==> config.mk <==
export PLATFORM = sky130hd
export DESIGN_NAME = uart_prog_loader
export DESIGN_NICKNAME = d
export VERILOG_FILES = /design/src/rtl/uart_prog_loader.sv
export SDC_FILE = /design/constraint.sdc
export NUM_CORES = 1
export LEC_CHECK = 0
export BUFFER_PORTS_ARGS = -buffer_cell sky130_fd_sc_hd__buf_4
export CAP_MARGIN = 15
export CORE_MARGIN = 3
export CORE_UTILIZATION = 60
export CTS_BUF_LIST = sky130_fd_sc_hd__clkbuf_8
export DETAILED_ROUTE_END_ITERATION = 12
export HOLD_SLACK_MARGIN = 0.15
export PLACE_DENSITY = 0.81
export SYNTH_ARGS = -nofsm -noshare
export SYNTH_HDL_FRONTEND = slang
export SYNTH_SLANG_ARGS = --single-unit
==> constraint.sdc <==
create_clock -name clk -period 3.9 [get_ports clk]
set_clock_uncertainty 0.05 [all_clocks]
set_input_delay 0.195 -clock clk [delete_from_list [all_inputs] [get_ports clk]]
set_output_delay 0.195 -clock clk [all_outputs]
set_load 0.02 [all_outputs]
==> src/rtl/uart_prog_loader.sv <==
// uart_prog_loader: UART byte-stream program loader driving the crv32 debug memory port
module uart_prog_loader #(
    parameter int HOLD_CYCLES    = 16,
    parameter int TIMEOUT_CYCLES = 1000000
) (
    input  logic        clk,
    input  logic        n_reset,
    input  logic        rx_valid,
    input  logic [7:0]  rx_data,
    input  logic        tx_ready,
    output logic        tx_valid,
    output logic [7:0]  tx_data,
    output logic        cpu_n_reset,
    output logic        dbg_mem_op,
    output logic [3:0]  dbg_wren,
    output logic [31:0] dbg_adr,
    output logic [31:0] dbg_do
);
    localparam int HW = $clog2(HOLD_CYCLES + 1);
    localparam int TW = $clog2(TIMEOUT_CYCLES + 1);
    typedef enum logic [2:0] {IDLE, ADDR, COUNT, DATA, WRITE, CSUM, RESP} state_t;
    state_t state, state_next;
    logic [31:0] addr;
    logic [23:0] word;
    logic [15:0] remaining;
    logic [7:0]  csum, skid_data, cur_byte, resp_code;
    logic [1:0]  byte_cnt;
    logic [HW-1:0] hold_cnt;
    logic [TW-1:0] tmo_cnt;
    logic skid_full, run, accepting, have_byte, tmo_active, timeout, overrun, write_done;
    assign dbg_wren   = (state == WRITE) ? 4'hF : 4'h0;
    assign dbg_mem_op = ~cpu_n_reset;
    // byte source selection (skid byte first), abort and write-completion conditions
    always_comb begin
        accepting  = state != WRITE && state != RESP;
        tmo_active = state == ADDR || state == COUNT || state == DATA || state == CSUM;
        have_byte  = accepting && (skid_full || rx_valid);
        cur_byte   = skid_full ? skid_data : rx_data;
        overrun    = !accepting && rx_valid && skid_full;
        timeout    = tmo_active && !have_byte && tmo_cnt == TW'(TIMEOUT_CYCLES - 1);
        write_done = state == WRITE && hold_cnt == HW'(HOLD_CYCLES - 1);
    end
    // frame parser next state and response code
    always_comb begin
        state_next = state;
        resp_code  = 8'h15;
        case (state)
            IDLE: begin
                if (have_byte && cur_byte == 8'hA5) state_next = ADDR;
                else if (have_byte && cur_byte == 8'h5A) begin
                    state_next = RESP;
                    resp_code  = 8'h06;
                end
            end
            ADDR:  if (have_byte && byte_cnt == 2'd3) state_next = COUNT;
            COUNT: if (have_byte && byte_cnt == 2'd1) state_next = ({cur_byte, remaining[15:8]} == 16'd0) ? CSUM : DATA;
            DATA:  if (have_byte && byte_cnt == 2'd3) state_next = WRITE;
            WRITE: begin
                if (overrun) state_next = RESP;
                else if (write_done) state_next = (remaining == 16'd1) ? CSUM : DATA;
            end
            CSUM: begin
                if (have_byte) begin
                    state_next = RESP;
                    resp_code  = (cur_byte == csum) ? 8'h06 : 8'h15;
                end
            end
            RESP:    if (tx_ready) state_next = IDLE;
            default: state_next = IDLE;
        endcase
        if (timeout) state_next = RESP;
    end
    // state register
    always_ff @(posedge clk or negedge n_reset) begin
        if (!n_reset) state <= IDLE;
        else state <= state_next;
    end
    // datapath: skid, counters, frame fields, debug bus and UART response
    always_ff @(posedge clk or negedge n_reset) begin
        if (!n_reset) begin
            addr        <= '0;
            word        <= '0;
            remaining   <= '0;
            csum        <= '0;
            skid_data   <= '0;
            skid_full   <= 1'b0;
            byte_cnt    <= '0;
            hold_cnt    <= '0;
            tmo_cnt     <= '0;
            run         <= 1'b0;
            tx_valid    <= 1'b0;
            tx_data     <= '0;
            cpu_n_reset <= 1'b0;
            dbg_adr     <= '0;
            dbg_do      <= '0;
        end else begin
            skid_full <= accepting ? (skid_full && rx_valid) : (rx_valid ? !skid_full : skid_full);
            if (rx_valid) skid_data <= rx_data;
            tmo_cnt  <= (tmo_active && !rx_valid) ? tmo_cnt + TW'(1) : '0;
            hold_cnt <= (state == WRITE) ? hold_cnt + HW'(1) : '0;
            if (have_byte && state == IDLE && cur_byte == 8'hA5) begin
                byte_cnt    <= '0;
                csum        <= '0;
                cpu_n_reset <= 1'b0;
            end
            if (have_byte && (state == ADDR || state == COUNT || state == DATA)) begin
                csum     <= csum + cur_byte;
                byte_cnt <= (state == COUNT && byte_cnt == 2'd1) ? 2'd0 : byte_cnt + 2'd1;
            end
            if (have_byte && state == ADDR) addr <= {cur_byte, addr[31:8]};
            if (have_byte && state == COUNT) remaining <= {cur_byte, remaining[15:8]};
            if (have_byte && state == DATA) word <= {cur_byte, word[23:8]};
            if (have_byte && state == DATA && byte_cnt == 2'd3) begin
                dbg_adr <= addr;
                dbg_do  <= {cur_byte, word};
            end
            if (write_done && !overrun) begin
                addr      <= addr + 32'd4;
                remaining <= remaining - 16'd1;
            end
            if (state != RESP && state_next == RESP) begin
                tx_valid <= 1'b1;
                tx_data  <= resp_code;
                run      <= state == IDLE;
            end
            if (state == RESP && tx_ready) begin
                tx_valid <= 1'b0;
                if (run) cpu_n_reset <= 1'b1;
            end
        end
    end
endmodule

==> impl_results.md, run 1 <==
- Status: finished clean
- Post-synth EDFFs: 0
- Placed Cells: 1087
- Post-CTS Setup Inserts: 0
- Net count reported at finish: 967
- Syn Std Cell Area: 0.00901 mm^2
- Leading area contributor after synthesis: dfrtp_1
- Least-Margin Pin Slew: 0.998 ns
- Static leakage: 0.00488 uW
- Total of warnings raised by yosys: 0
- Cell family with most CP delay: flip-flops
- Endpoints failing setup: 0
- Number of library cell types mapped by synthesis: 70
- Post-CTS Resized: 0
- Input/output buffers: 86
- Post-route minimum period: 3.10 ns
- Power per cell area: approximately 630 mW/mm^2
- Multi-input gate area: 0.00394 mm^2
- CP max stage delay: 0.62 ns
- Post-synthesis register bit count: 189
- Min-delay worst type: in -> async
- Final TNS setup: 0 ns
- Initial DRC count: 579
- DR pass1 iterations: 5
- Fin area: 0.0103 mm^2
- # diodes: 0
- Most instantiated cells after synthesis: dfrtp_1 (189), nand2_1 (90), mux2_2 (69)
- Tot Pwr: 6520 uW
- Antenna Nets Post-Route: 0
- Fill count: 1069
- Final std cells w/o fill: 1137
- Clock slew at reported path FFs: 0.10 ns
- CTS root buf: clkbuf_8
- Vias in the first global route: 6655
- FF-to-FF path depth: 10
- CP endpoint kind: flop
- Critical path launch point type: flop
- First-pass GRT wire length: 32.8 mm
- Final period utilization: a little under 80%
- Initial antenna violation count: 0
- Overall die height: about 130 um
- Slew HR: 33.0%
- Die W: 129 um
- Via Count: 6820
- Layout cells sized above 1: 23.2%
- Critical Path Most Common Cell: o21ai_0
- Clock buffer depth: 2
- Fmax: around 320 MHz
- Critical Path Fanout Max: 16
- Critical path data arrival time: ~3.5 ns
- Placer Congestion: 0.951
- Top cells by area, synth: dfrtp_1 (52%), mux2_2 (8.6%), nand2_1 (3.7%)
- Synth top area share: 52.5%
- Area grow syn2layout: 14.8%
- Critical Path Source: skid_full$_DFFE_PN0P_
- Clock buffer count from CTS: 17
- Syn avg cell area: 10.6 um^2
- # DRC: 0
- CTS sink count: roughly 190
- Bufs and invs on worst path: 2
- CP Cell Sequence: buf_4 -> mux2i_1 -> inv_1 -> ha_1 -> nand2_1 -> o21ai_0 -> o41ai_1 -> xnor2_1 -> or3_1 -> o21ai_0
- Wire length per cell: 17.3 um
- Internal reg-to-reg setup slack: around 0.8 ns
- Register area: 0.00473 mm^2
- Main flop type after synthesis: dfrtp_1
- Site Rows: 44
- Final-report hold violation count: 0
- Asr flop ratio synth: 100%
- FF-to-FF Start: skid_full$_DFFE_PN0P_
- Final core occ: 70.9%
- Vias/cell: approximately 6
- WL final: 19.7 mm
- Die area: 0.0165 mm^2
- DP HPWL: 13.5 mm
- Max_cap viols: 0
- Count leader, synth: dfrtp_1
- Maximum VDD drop: 0.000460 V
- Initial core utilization: 61.8%
- Clock latency on the worst-skew pair: between 0.4 and 0.5 ns
- Critical Path RT: about 4.3 ns
- H-tree depth: 4
- Ports: 91
- Total global-route track usage: 24.7%
- Largest net degree at the start of global routing: 119
- Sequential area share after synthesis: 52.5%
- Placed instance area: 0.00978 mm^2
- TritonCTS clock tree: built
- R2r endpoint: csum[7]$_DFFE_PN0P_
- GRT overflow: 0
- Core ar.: 0.0146 mm^2
- Slowest library cell on the worst path: dfrtp_1
- Slew Limit Fails: 0
- RSZ-0062 raised after global routing: false
- WS Path Type: reg -> reg
- Cells after synthesis: ~850
how the worst max path moves through the flow:
stage | slack (ns) | depth (start not counted) | end
6_report | 0.80 | 10 | csum[7]$_DFFE_PN0P_
5_1_grt | 0.62 | 10 | csum[7]$_DFFE_PN0P_
4_1_cts | 0.90 | 10 | csum[7]$_DFFE_PN0P_
3_5_place_dp | 0.91 | 10 | csum[7]$_DFFE_PN0P_
3_3_place_gp | 0.95 | 10 | csum[7]$_DFFE_PN0P_
2_1_floorplan | 1.15 | 13 | csum[6]$_DFFE_PN0P_
worst reg2reg max path: stages (launching register included):
cell and delay, ns:
dfrtp_1 0.62, buf_4 0.30, mux2i_1 0.55, inv_1 0.10, ha_1 0.34, nand2_1 0.08, o21ai_0 0.11, o41ai_1 0.34
xnor2_1 0.13, or3_1 0.33, o21ai_0 0.08
registers in the layout, summed over array words and instances (netlist names):
| signal | flops |
|---|---|
| csum | 8 |
| tmo_cnt | 20 |
| skid_data | 8 |
| tx_data | 3 |
| hold_cnt | 5 |
| skid_full | 1 |
| word | 24 |
| run | 1 |
| dbg_do | 32 |
| state | 3 |
| dbg_adr | 32 |
| tx_valid | 1 |
| remaining | 16 |
| addr | 32 |
| byte_cnt | 2 |
| cpu_n_reset | 1 |
routing by layer:
layer / track usage [%] / up-vias / wire [um]
li1: - / 3207 / -
met1: 33.8 / 3343 / 8600
met2: 40.0 / 228 / 9500
met3: 4.65 / 42 / 1180
met4: 8.52 / 0 / 408
met5: 0 / - / 0
final cells by class:
class / count / area share [%]
clock buffer: 18 / 2.39
timing repair buffer: 119 / 9.28
clock inverter: 13 / 1.26
sequential: 189 / 45.7
inverter: 28 / 1.02
tap: 184 / 2.23
multi-input combinational: 586 / 38.1
report_power, final:
group	switching (uW)	total [uW]	internal (uW)
Sequential	661	3180	2520
Combinational	1150	2080	933
Clock	724	1260	537
cells in the final DEF, fill, tap and decap left out, types with 4 or more instances in the layout:
master,count
mux2_2,69
a311oi_1,6
dfrtp_1,189
nand3_1,31
nor2_1,67
clkbuf_8,19
nor3_1,17
and2_1,7
xor2_1,13
nand2b_1,6
or3_1,5
mux2_1,8
ha_1,13
o21ai_0,56
xnor2_1,14
and3_1,14
buf_4,98
conb_1,4
o22ai_1,7
inv_1,29
nand4_1,10
nand2_1,90
a211oi_1,7
a21oi_1,30
mux2i_1,8
a221oi_1,4
nor4_1,6
a31oi_1,6
nor2b_1,7
o211ai_1,7
dlygate4sd3_1,19
inv_6,6
a22oi_1,6
a21o_1,7
kinds of logic (layout without fill, tap and decap cells):
kind of cell | count (synthesis) | in the layout | synth area share, %
buf+inv | 76 | 178 | 3.98
fa+ha+maj | 14 | 14 | 2.03
mux | 86 | 86 | 10.7
simple gates | 290 | 290 | 16.3
xor+xnor | 27 | 27 | 2.62
other cells | 1 | 4 | 0.0416
flops | 189 | 189 | 52.5
compound gates | 165 | 165 | 11.9
stage by stage:
| stage | hold WS [ns] | setup WS [ns] |
|---|---|---|
| final | 0.349 | 0.798 |
| after global routing | 0.408 | 0.616 |
| after CTS | 0.386 | 0.897 |
| after detailed placement | 0.342 | 0.909 |
| after global placement | 0.339 | 0.947 |
| after floorplan | -0.151 | 1.15 |
what timing repair did:
| action | CTS | global route |
|---|---|---|
| endpoints found under the hold margin | 131 | 0 |
| setup endpoints to repair | 0 | 0 |
| hold buffers | 19 | 0 |
Note: power is estimated with default switching activity, not from simulation.
==> run 2, diff against run 1 <==
==> constraint.sdc (replaced) <==
create_clock -name clk -period 3 [get_ports clk]
set_clock_uncertainty 0.05 [all_clocks]
set_input_delay 0.15 -clock clk [delete_from_list [all_inputs] [get_ports clk]]
set_output_delay 0.15 -clock clk [all_outputs]
set_load 0.02 [all_outputs]
==> impl_results.md, run 2 (synthesis results as in run 1) <==
- Area grow syn2layout: 16.5%
- Tot Pwr: between 8000 and 9000 uW
- Slowest library cell on the worst path: dfrtp_1
- Clock buffer count from CTS: 17
- Die W: 129 um
- Static leakage: 0.00496 uW
- Fin area: about 0.010 mm^2
- Clock slew at reported path FFs: 0.11 ns
- Site Rows: 44
- GRT overflow: 0
- Fmax: roughly 380 MHz
- Final period utilization: 87.9%
- Critical Path RT: 3.31 ns
- Initial antenna violation count: 0
- Clock latency on the worst-skew pair: 0.47 ns
- Total global-route track usage: 25.3%
- Overall die height: 129 um
- Bufs and invs on worst path: 2
- Layout cells sized above 1: 24.6%
- Post-placement setup slack: 0.412 ns
- Placed instance area: 0.00990 mm^2
- Critical path data arrival time: between 2 and 3 ns
- Power per cell area: approximately 800 mW/mm^2
- Commonest non-fill, non-tap cell in the layout: dfrtp_1
- CTS sink count: 189
- Core ar.: 0.0146 mm^2
- Maximum VDD drop: 0.000567 V
- WS Path Type: reg -> reg
- H-tree depth: 4
- # diodes: 0
- CTS root buf: clkbuf_8
- Die area: 0.0165 mm^2
- Final TNS setup: 0 ns
- Antenna Nets Post-Route: 0
- Top Registers: addr (32), dbg_adr (32), dbg_do (32)
- Initial DRC count: about 730
- Endpoints failing setup: 0
- Vias/cell: about 6
- Post-route minimum period: roughly 2.6 ns
- Vias in the first global route: 6653
- Worst Setup Slack, final: 0.364 ns
- Most frequent cells in the layout: dfrtp_1 (189), buf_4 (112), nand2_1 (90)
- Post-CTS Setup Inserts: 0
- WL final: between 20 and 25 mm
- Status: finished clean
- Via Count: 6920
- DR pass1 iterations: 5
- Ports: 91
- Final-report hold violation count: 0
- RSZ-0062 raised after global routing: false
- Worst hold slack: 0.158 ns
- Least-Margin Pin Slew: 0.987 ns
- Cell family with most CP delay: simple AND/OR/NAND/NOR gates
- CP max stage delay: 0.44 ns
- First-pass GRT wire length: about 34 mm
- Critical Path Source: skid_full$_DFFE_PN0P_
- Net count reported at finish: 982
- Critical path launch point type: flop
- FF-to-FF Start: skid_full$_DFFE_PN0P_
- Placer Congestion: 0.947
- DP HPWL: 13.9 mm
- Critical Path Fanout Max: 21
- Largest net degree at the start of global routing: 74
- Wire length per cell: 17.6 um
- Slew HR: 33.8%
- Initial core utilization: 61.8%
- Min-delay worst type: in -> async
- Clock buffer depth: 2
- CP endpoint kind: flop
- Input/output buffers: 86
- Slew Limit Fails: 0
- Fill count: 1026
- TritonCTS clock tree: built
- CP Cell Sequence: buf_4 -> mux2i_1 -> inv_1 -> ha_1 -> nor4_1 -> nand4b_1 -> nor2_1 -> nor3_1 -> mux2_4
- Max_cap viols: 0
- # DRC: 0
run 2: layout make-up:
class / count / area [um^2] / area share [%]
inverters: 28 / 105 / 1.00
repair buffers: 134 / 1080 / 10.3
clock buffers: 17 / 234 / 2.23
well taps: 184 / 230 / 2.19
flip-flops and latches: 189 / 4730 / 45.1
multi-input cells: 586 / 3940 / 37.6
clock inverters: 15 / 169 / 1.61
run 2: metrics by stage:
step                      utilization (%)  instances
after global routing                 71.9       1153
after CTS                            71.9       1153
after floorplan                         -        851
after detailed placement             67.9       1102
final                                71.9       1153
after global placement               67.9       1102
run 2: timing repair:
| item | in CTS | in global routing |
|---|---|---|
| hold buffers | 19 | 0 |
| endpoints found under the hold margin | 207 | 0 |
| resized for setup | 0 | 0 |
run 2: path summary, 6_finish.rpt:
kind,slack [ns],end,cells past startpoint
min,0.16,dbg_do[4]$_DFFE_PN0P_,2
max,0.36,tx_data[0]$_DFFE_PN0P_,9
max reg2reg,0.36,tx_data[0]$_DFFE_PN0P_,9
min in group clk,0.41,tmo_cnt[0]$_DFF_PN0_,1
min reg2reg,0.41,tmo_cnt[0]$_DFF_PN0_,1
max in group asynchronous,2.02,tmo_cnt[3]$_DFF_PN0_,3
run 2: where the power goes:
part           switching [uW]  internal (uW)  total [uW]
sequential                845           3270        4120
clock                    1010            703        1720
combinational            1540           1260        2800
run 2: routing by layer:
| layer | global-route usage (%) | part of all wire (%) | vias up |
|---|---|---|---|
| met1 | 35.3 | 44 | 3367 |
| met3 | 5.35 | 6.5 | 47 |
| met4 | 7.91 | 2.4 | 0 |
| met2 | 40.3 | 47 | 259 |
| met5 | 0 | 0 | - |
| li1 | - | - | 3247 |
